## config.mk

```make
export PLATFORM = sky130hd
export DESIGN_NAME = serial_exec_sequencer_flat
export DESIGN_NICKNAME = d
export VERILOG_FILES = /design/src/rtl/serial_exec_sequencer_if.sv /design/src/rtl/serial_exec_sequencer.sv /design/src/flat_wrapper.sv
export SDC_FILE = /design/constraint.sdc
export NUM_CORES = 1
export LEC_CHECK = 0
export CORE_MARGIN = 5
export CORE_UTILIZATION = 44
export CTS_CLUSTER_DIAMETER = 50
export DETAILED_ROUTE_END_ITERATION = 8
export MAX_ROUTING_LAYER = met4
export PLACE_DENSITY = 0.79
export SLEW_MARGIN = 20
export SYNTH_ARGS = -nofsm -noshare
export SYNTH_HDL_FRONTEND = slang
export SYNTH_SLANG_ARGS = --single-unit
```

## constraint.sdc

```tcl
create_clock -name clk -period 1.45 [get_ports clk]
set_input_delay 0.435 -clock clk [delete_from_list [all_inputs] [get_ports clk]]
set_output_delay 0.435 -clock clk [all_outputs]
set_load 0.02 [all_outputs]
```

## src/rtl/serial_exec_sequencer_if.sv

```systemverilog
// Handshake and shift-control bundle between the instruction latch, the
// sequencer and the bit-serial datapath.
interface serial_exec_sequencer_if #(
  parameter int unsigned CNT_W = 3
) ();
  logic             instr_valid;
  logic [3:0]       opcode;
  logic             instr_ready;
  logic [3:0]       op_q;
  logic             busy;
  logic             shift_en;
  logic [CNT_W-1:0] bit_idx;
  logic             first_bit;
  logic             last_bit;
  logic             acc_we;
  logic             out_we;
  logic             done;
  logic             halted;
  logic [7:0]       instr_count;

  modport master (
    output instr_valid, opcode,
    input  instr_ready, op_q, busy, shift_en, bit_idx, first_bit, last_bit,
           acc_we, out_we, done, halted, instr_count
  );

  modport slave (
    input  instr_valid, opcode,
    output instr_ready, op_q, busy, shift_en, bit_idx, first_bit, last_bit,
           acc_we, out_we, done, halted, instr_count
  );
endinterface

```

## src/rtl/serial_exec_sequencer.sv

```systemverilog
// Bit-serial execution sequencer: accepts one opcode at a time, drives WIDTH
// shift cycles for ALU/OUT ops, pulses done on retire and parks on HALT.
module serial_exec_sequencer #(
  parameter int unsigned WIDTH = 8,
  parameter int unsigned CNT_W = 3
) (
  input logic                   clk,
  input logic                   rst_n,
  serial_exec_sequencer_if.slave bus
);

  typedef enum logic [1:0] {StIdle, StExec, StDone, StHalt} state_e;

  localparam logic [CNT_W-1:0] LastIdx = CNT_W'(WIDTH - 1);

  state_e           state_q;
  logic [CNT_W-1:0] cnt_q;
  logic [3:0]       op_q;
  logic [7:0]       count_q;

  always_ff @(posedge clk) begin
    if (!rst_n) begin
      state_q <= StIdle;
      cnt_q   <= '0;
      op_q    <= '0;
      count_q <= '0;
    end else begin
      unique case (state_q)
        StIdle: begin
          if (bus.instr_valid) begin
            op_q  <= bus.opcode;
            cnt_q <= '0;
            if (bus.opcode == 4'hF) begin
              state_q <= StHalt;
            end else if (bus.opcode >= 4'h1 && bus.opcode <= 4'h8) begin
              state_q <= StExec;
            end else begin
              // NOP and reserved opcodes retire without touching the datapath
              state_q <= StDone;
            end
          end
        end
        StExec: begin
          if (cnt_q == LastIdx) begin
            cnt_q   <= '0;
            state_q <= StDone;
          end else begin
            cnt_q <= cnt_q + CNT_W'(1);
          end
        end
        StDone: begin
          count_q <= count_q + 8'd1;
          state_q <= StIdle;
        end
        StHalt: state_q <= StHalt;
        default: state_q <= StIdle;
      endcase
    end
  end

  // Outputs decode from registered state only; no path from instr_valid/opcode.
  logic shift;
  assign shift = (state_q == StExec);

  assign bus.instr_ready = (state_q == StIdle);
  assign bus.busy        = (state_q == StExec) || (state_q == StDone);
  assign bus.shift_en    = shift;
  assign bus.bit_idx     = cnt_q;
  assign bus.first_bit   = shift && (cnt_q == '0);
  assign bus.last_bit    = shift && (cnt_q == LastIdx);
  assign bus.acc_we      = shift && (op_q >= 4'h1) && (op_q <= 4'h7);
  assign bus.out_we      = shift && (op_q == 4'h8);
  assign bus.done        = (state_q == StDone);
  assign bus.halted      = (state_q == StHalt);
  assign bus.op_q        = op_q;
  assign bus.instr_count = count_q;

endmodule

```

## src/flat_wrapper.sv

```systemverilog
// flat-port wrapper written by rule: the top's interface ports become plain ports
module serial_exec_sequencer_flat 
#(
  parameter int unsigned WIDTH = 8,
  parameter int unsigned CNT_W = 3
)
  (clk, rst_n, bus_instr_valid, bus_opcode, bus_instr_ready, bus_op_q, bus_busy, bus_shift_en, bus_bit_idx, bus_first_bit, bus_last_bit, bus_acc_we, bus_out_we, bus_done, bus_halted, bus_instr_count);
  serial_exec_sequencer_if #(.CNT_W(CNT_W)) bus_i ();
  input logic clk;
  input logic rst_n;
  input wire logic [$bits(bus_i.instr_valid)-1:0] bus_instr_valid;
  input wire logic [$bits(bus_i.opcode)-1:0] bus_opcode;
  output wire logic [$bits(bus_i.instr_ready)-1:0] bus_instr_ready;
  output wire logic [$bits(bus_i.op_q)-1:0] bus_op_q;
  output wire logic [$bits(bus_i.busy)-1:0] bus_busy;
  output wire logic [$bits(bus_i.shift_en)-1:0] bus_shift_en;
  output wire logic [$bits(bus_i.bit_idx)-1:0] bus_bit_idx;
  output wire logic [$bits(bus_i.first_bit)-1:0] bus_first_bit;
  output wire logic [$bits(bus_i.last_bit)-1:0] bus_last_bit;
  output wire logic [$bits(bus_i.acc_we)-1:0] bus_acc_we;
  output wire logic [$bits(bus_i.out_we)-1:0] bus_out_we;
  output wire logic [$bits(bus_i.done)-1:0] bus_done;
  output wire logic [$bits(bus_i.halted)-1:0] bus_halted;
  output wire logic [$bits(bus_i.instr_count)-1:0] bus_instr_count;
  assign bus_i.instr_valid = bus_instr_valid;
  assign bus_i.opcode = bus_opcode;
  assign bus_instr_ready = bus_i.instr_ready;
  assign bus_op_q = bus_i.op_q;
  assign bus_busy = bus_i.busy;
  assign bus_shift_en = bus_i.shift_en;
  assign bus_bit_idx = bus_i.bit_idx;
  assign bus_first_bit = bus_i.first_bit;
  assign bus_last_bit = bus_i.last_bit;
  assign bus_acc_we = bus_i.acc_we;
  assign bus_out_we = bus_i.out_we;
  assign bus_done = bus_i.done;
  assign bus_halted = bus_i.halted;
  assign bus_instr_count = bus_i.instr_count;
  serial_exec_sequencer #(.WIDTH(WIDTH), .CNT_W(CNT_W)) u_core (.clk(clk), .rst_n(rst_n), .bus(bus_i));
endmodule
```

==> impl_metrics.env <==
export IMPL_grt_max_degree=12
export IMPL_setup_violations=17
export IMPL_pwr_density_cell_mw_per_mm2=1620
export IMPL_worstPathArrival_ps=1260
export IMPL_status="finished with violations"
export IMPL_syn_inst=103
export IMPL_place_gp_congestion=0.777
export IMPL_worstSetupStartpointType="flop"
export IMPL_grt_pass1_vias=1118
export IMPL_fin_worst_skew_ps=0.559
export IMPL_cpPeakStageDelay_ps=380
export IMPL_postCtsHoldBufs=0
export IMPL_dieArea_sq_mm=0.00315
export IMPL_fin_ws_ps=-249
export IMPL_antenna_found_initial=0
export IMPL_drtIter0Drc=50
export IMPL_maxSlewViolCount=0
export IMPL_synth_edf_count=0
export IMPL_worstHoldPathType="flop to flop"
export IMPL_cap_violations=0
export IMPL_clkLatencyLatePin_ps=300
export IMPL_max_freq_ghz=0.588
export IMPL_fin_area_sq_mm=0.00185
export IMPL_grt_total_usage=0.210
export IMPL_yosys_warnings=0
export IMPL_ant_nets=0
export IMPL_synth_async_sr_flop_share=0
export IMPL_path_clk_slew_ps=100
export IMPL_vias=1160
export IMPL_total_power_mw=3.00
export IMPL_pre_cts_slack_ps=-494
export IMPL_nNetsFinal=197
export IMPL_fillers=76
export IMPL_io_pins=31
export IMPL_synth_area_sq_um=937
export IMPL_seq_area_frac_synth=0.363
export IMPL_violations="setup timing"
export IMPL_tns_ps=-2090
export IMPL_grt_overflow=0
export IMPL_syn_to_final_growth_pct=97.5
export IMPL_peakVddDrop_mv=1.40
export IMPL_worstSetupPathType="flop to output pin"
export IMPL_htreeDepth=1
export IMPL_die_w_um=56.2
export IMPL_ys_ff_latch=17
export IMPL_portBuffers=30
export IMPL_hpwlAfterDp_um=1990
export IMPL_placed_area_sq_mm=0.00153
export IMPL_crit_chain="ha_4 -> ha_4 -> and2_4 -> buf_6"
export IMPL_fin_crit_ps=1700
export IMPL_crit_path_top_delay_cell="dfxtp_4"
export IMPL_row_count=16
export IMPL_drc=0
export IMPL_wl_um=4250
export IMPL_fin_util=0.924
export IMPL_p_leak_nw=0.843
export IMPL_final_cell_mix="buf_4, buf_6, nand2_1"
export IMPL_fin_cells=207
export IMPL_grt_pass1_wl_um=5200
export IMPL_yosys_most_used_dff="dfxtp_1"
export IMPL_timing_final_crit_share=1.17
export IMPL_rsz0062_at_grt="true"
export IMPL_die_y_um=56.2
export IMPL_hold_ws_ps=593
export IMPL_synth_area_per_cell_sq_um=9.10
export IMPL_hold_violations=0
export IMPL_drive_gt1_frac=0.561
export IMPL_placed_cells=189
export IMPL_cts_sinks=17
export IMPL_numCtsBuffers=3
export IMPL_clockBufferDepth=2
export IMPL_initial_utilization=0.468
export IMPL_clockRootBuffer="clkbuf_4"
export IMPL_end_kind="output pin"
export IMPL_ys_types=33
export IMPL_path_common_cell="ha_4"
export IMPL_cts_tree="built"
export IMPL_worstPathRequired_ps=1020
export IMPL_worst_pin_slew_ps=357
export IMPL_wire_per_inst_um=20.5
export IMPL_worstPathMaxFanout=4
export IMPL_coreArea_sq_mm=0.00200
export IMPL_viasPerCell=5.60
export IMPL_first_pass_iters=4
export IMPL_diodes=0
export IMPL_final_common_cell="buf_4"
export IMPL_syn_nets=119
export IMPL_max_slew_margin=0.760
-- final cells by class --
cell class,instances,area (sq um),share of cell area
repair buffers,76,659,0.356
multi-input cells,77,742,0.401
clock buffers,3,22.5,0.0122
flip-flops and latches,17,355,0.192
inverters,6,32.5,0.0176
clock inverters,1,5.00,0.00270
well taps,27,33.8,0.0183
-- cell families after synthesis --
kind of cell	count (synthesis)	synth area share
compound gates	20	0.166
xor+xnor	5	0.0467
fa+ha+maj	9	0.120
buf+inv	9	0.0401
flops	17	0.363
mux	2	0.0214
simple gates	41	0.243
-- report_power, final --
group	switching, mW	internal (mW)	leakage, nW
clock network	0.159	0.103	0.0177
registers	0.0647	0.546	0.142
logic	1.01	1.11	0.683
-- final timing paths --
path	slack (ps)	end	from	cells after the start
min reg2reg	590	u_core.bus.bit_idx[1]$_SDFFE_PN0P_	u_core.bus.bit_idx[1]$_SDFFE_PN0P_	2
max	-250	bus_last_bit	u_core.bus.bit_idx[1]$_SDFFE_PN0P_	4
max reg2reg	-150	u_core.state_q[0]$_SDFFE_PN0P_	u_core.state_q[0]$_SDFFE_PN0P_	8
min	590	u_core.bus.bit_idx[1]$_SDFFE_PN0P_	u_core.bus.bit_idx[1]$_SDFFE_PN0P_	2
-- synthesized netlist by cell type, drive strengths merged, types with 2 or more instances --
| cell type | n | area (sq um) |
|---|---|---|
| nor3 | 2 | 10.0 |
| and3 | 3 | 18.8 |
| ha | 9 | 113 |
| nand3 | 6 | 30.0 |
| nand2 | 11 | 41.3 |
| and2 | 6 | 37.5 |
| nor2b | 4 | 25.0 |
| clkbuf | 2 | 7.51 |
| nand4 | 2 | 18.8 |
| dfxtp | 17 | 340 |
| mux2i | 2 | 20.0 |
| xor2 | 2 | 17.5 |
| o21ai | 4 | 20.0 |
| o22ai | 2 | 18.8 |
| inv | 6 | 22.5 |
| a21boi | 8 | 71.3 |
| xnor2 | 3 | 26.3 |
| or3 | 3 | 18.8 |
-- critical path: cells and delay by family (launching register included) --
family,cells,cell delay [ps]
adder cells (fa/ha/maj),2,320
flip-flops,1,380
buffers and inverters,1,120
AND/OR/NAND/NOR,1,150
-- sequential cells by signal, summed over array words and instances (netlist names) --
register,count
u_core.bus.instr_count,8
u_core.bus.op_q,4
u_core.bus.bit_idx,3
u_core.state_q,2
-- routing by layer --
metal  track usage  up-vias  part of all wire
met2         0.382       62              0.54
met1         0.235      568              0.37
met5             -        -                 0
li1              -      514                 -
met4        0.0644        0             0.038
met3        0.0302       16             0.053
-- what timing repair did --
action	4_1_cts	5_1_grt
setup buffers	8	8
pin swaps	10	13
setup endpoints to repair	33	34
endpoints found under the hold margin	0	0
resized for setup	117	35
cloned	0	0
Power figures use the tool's default switching activity.
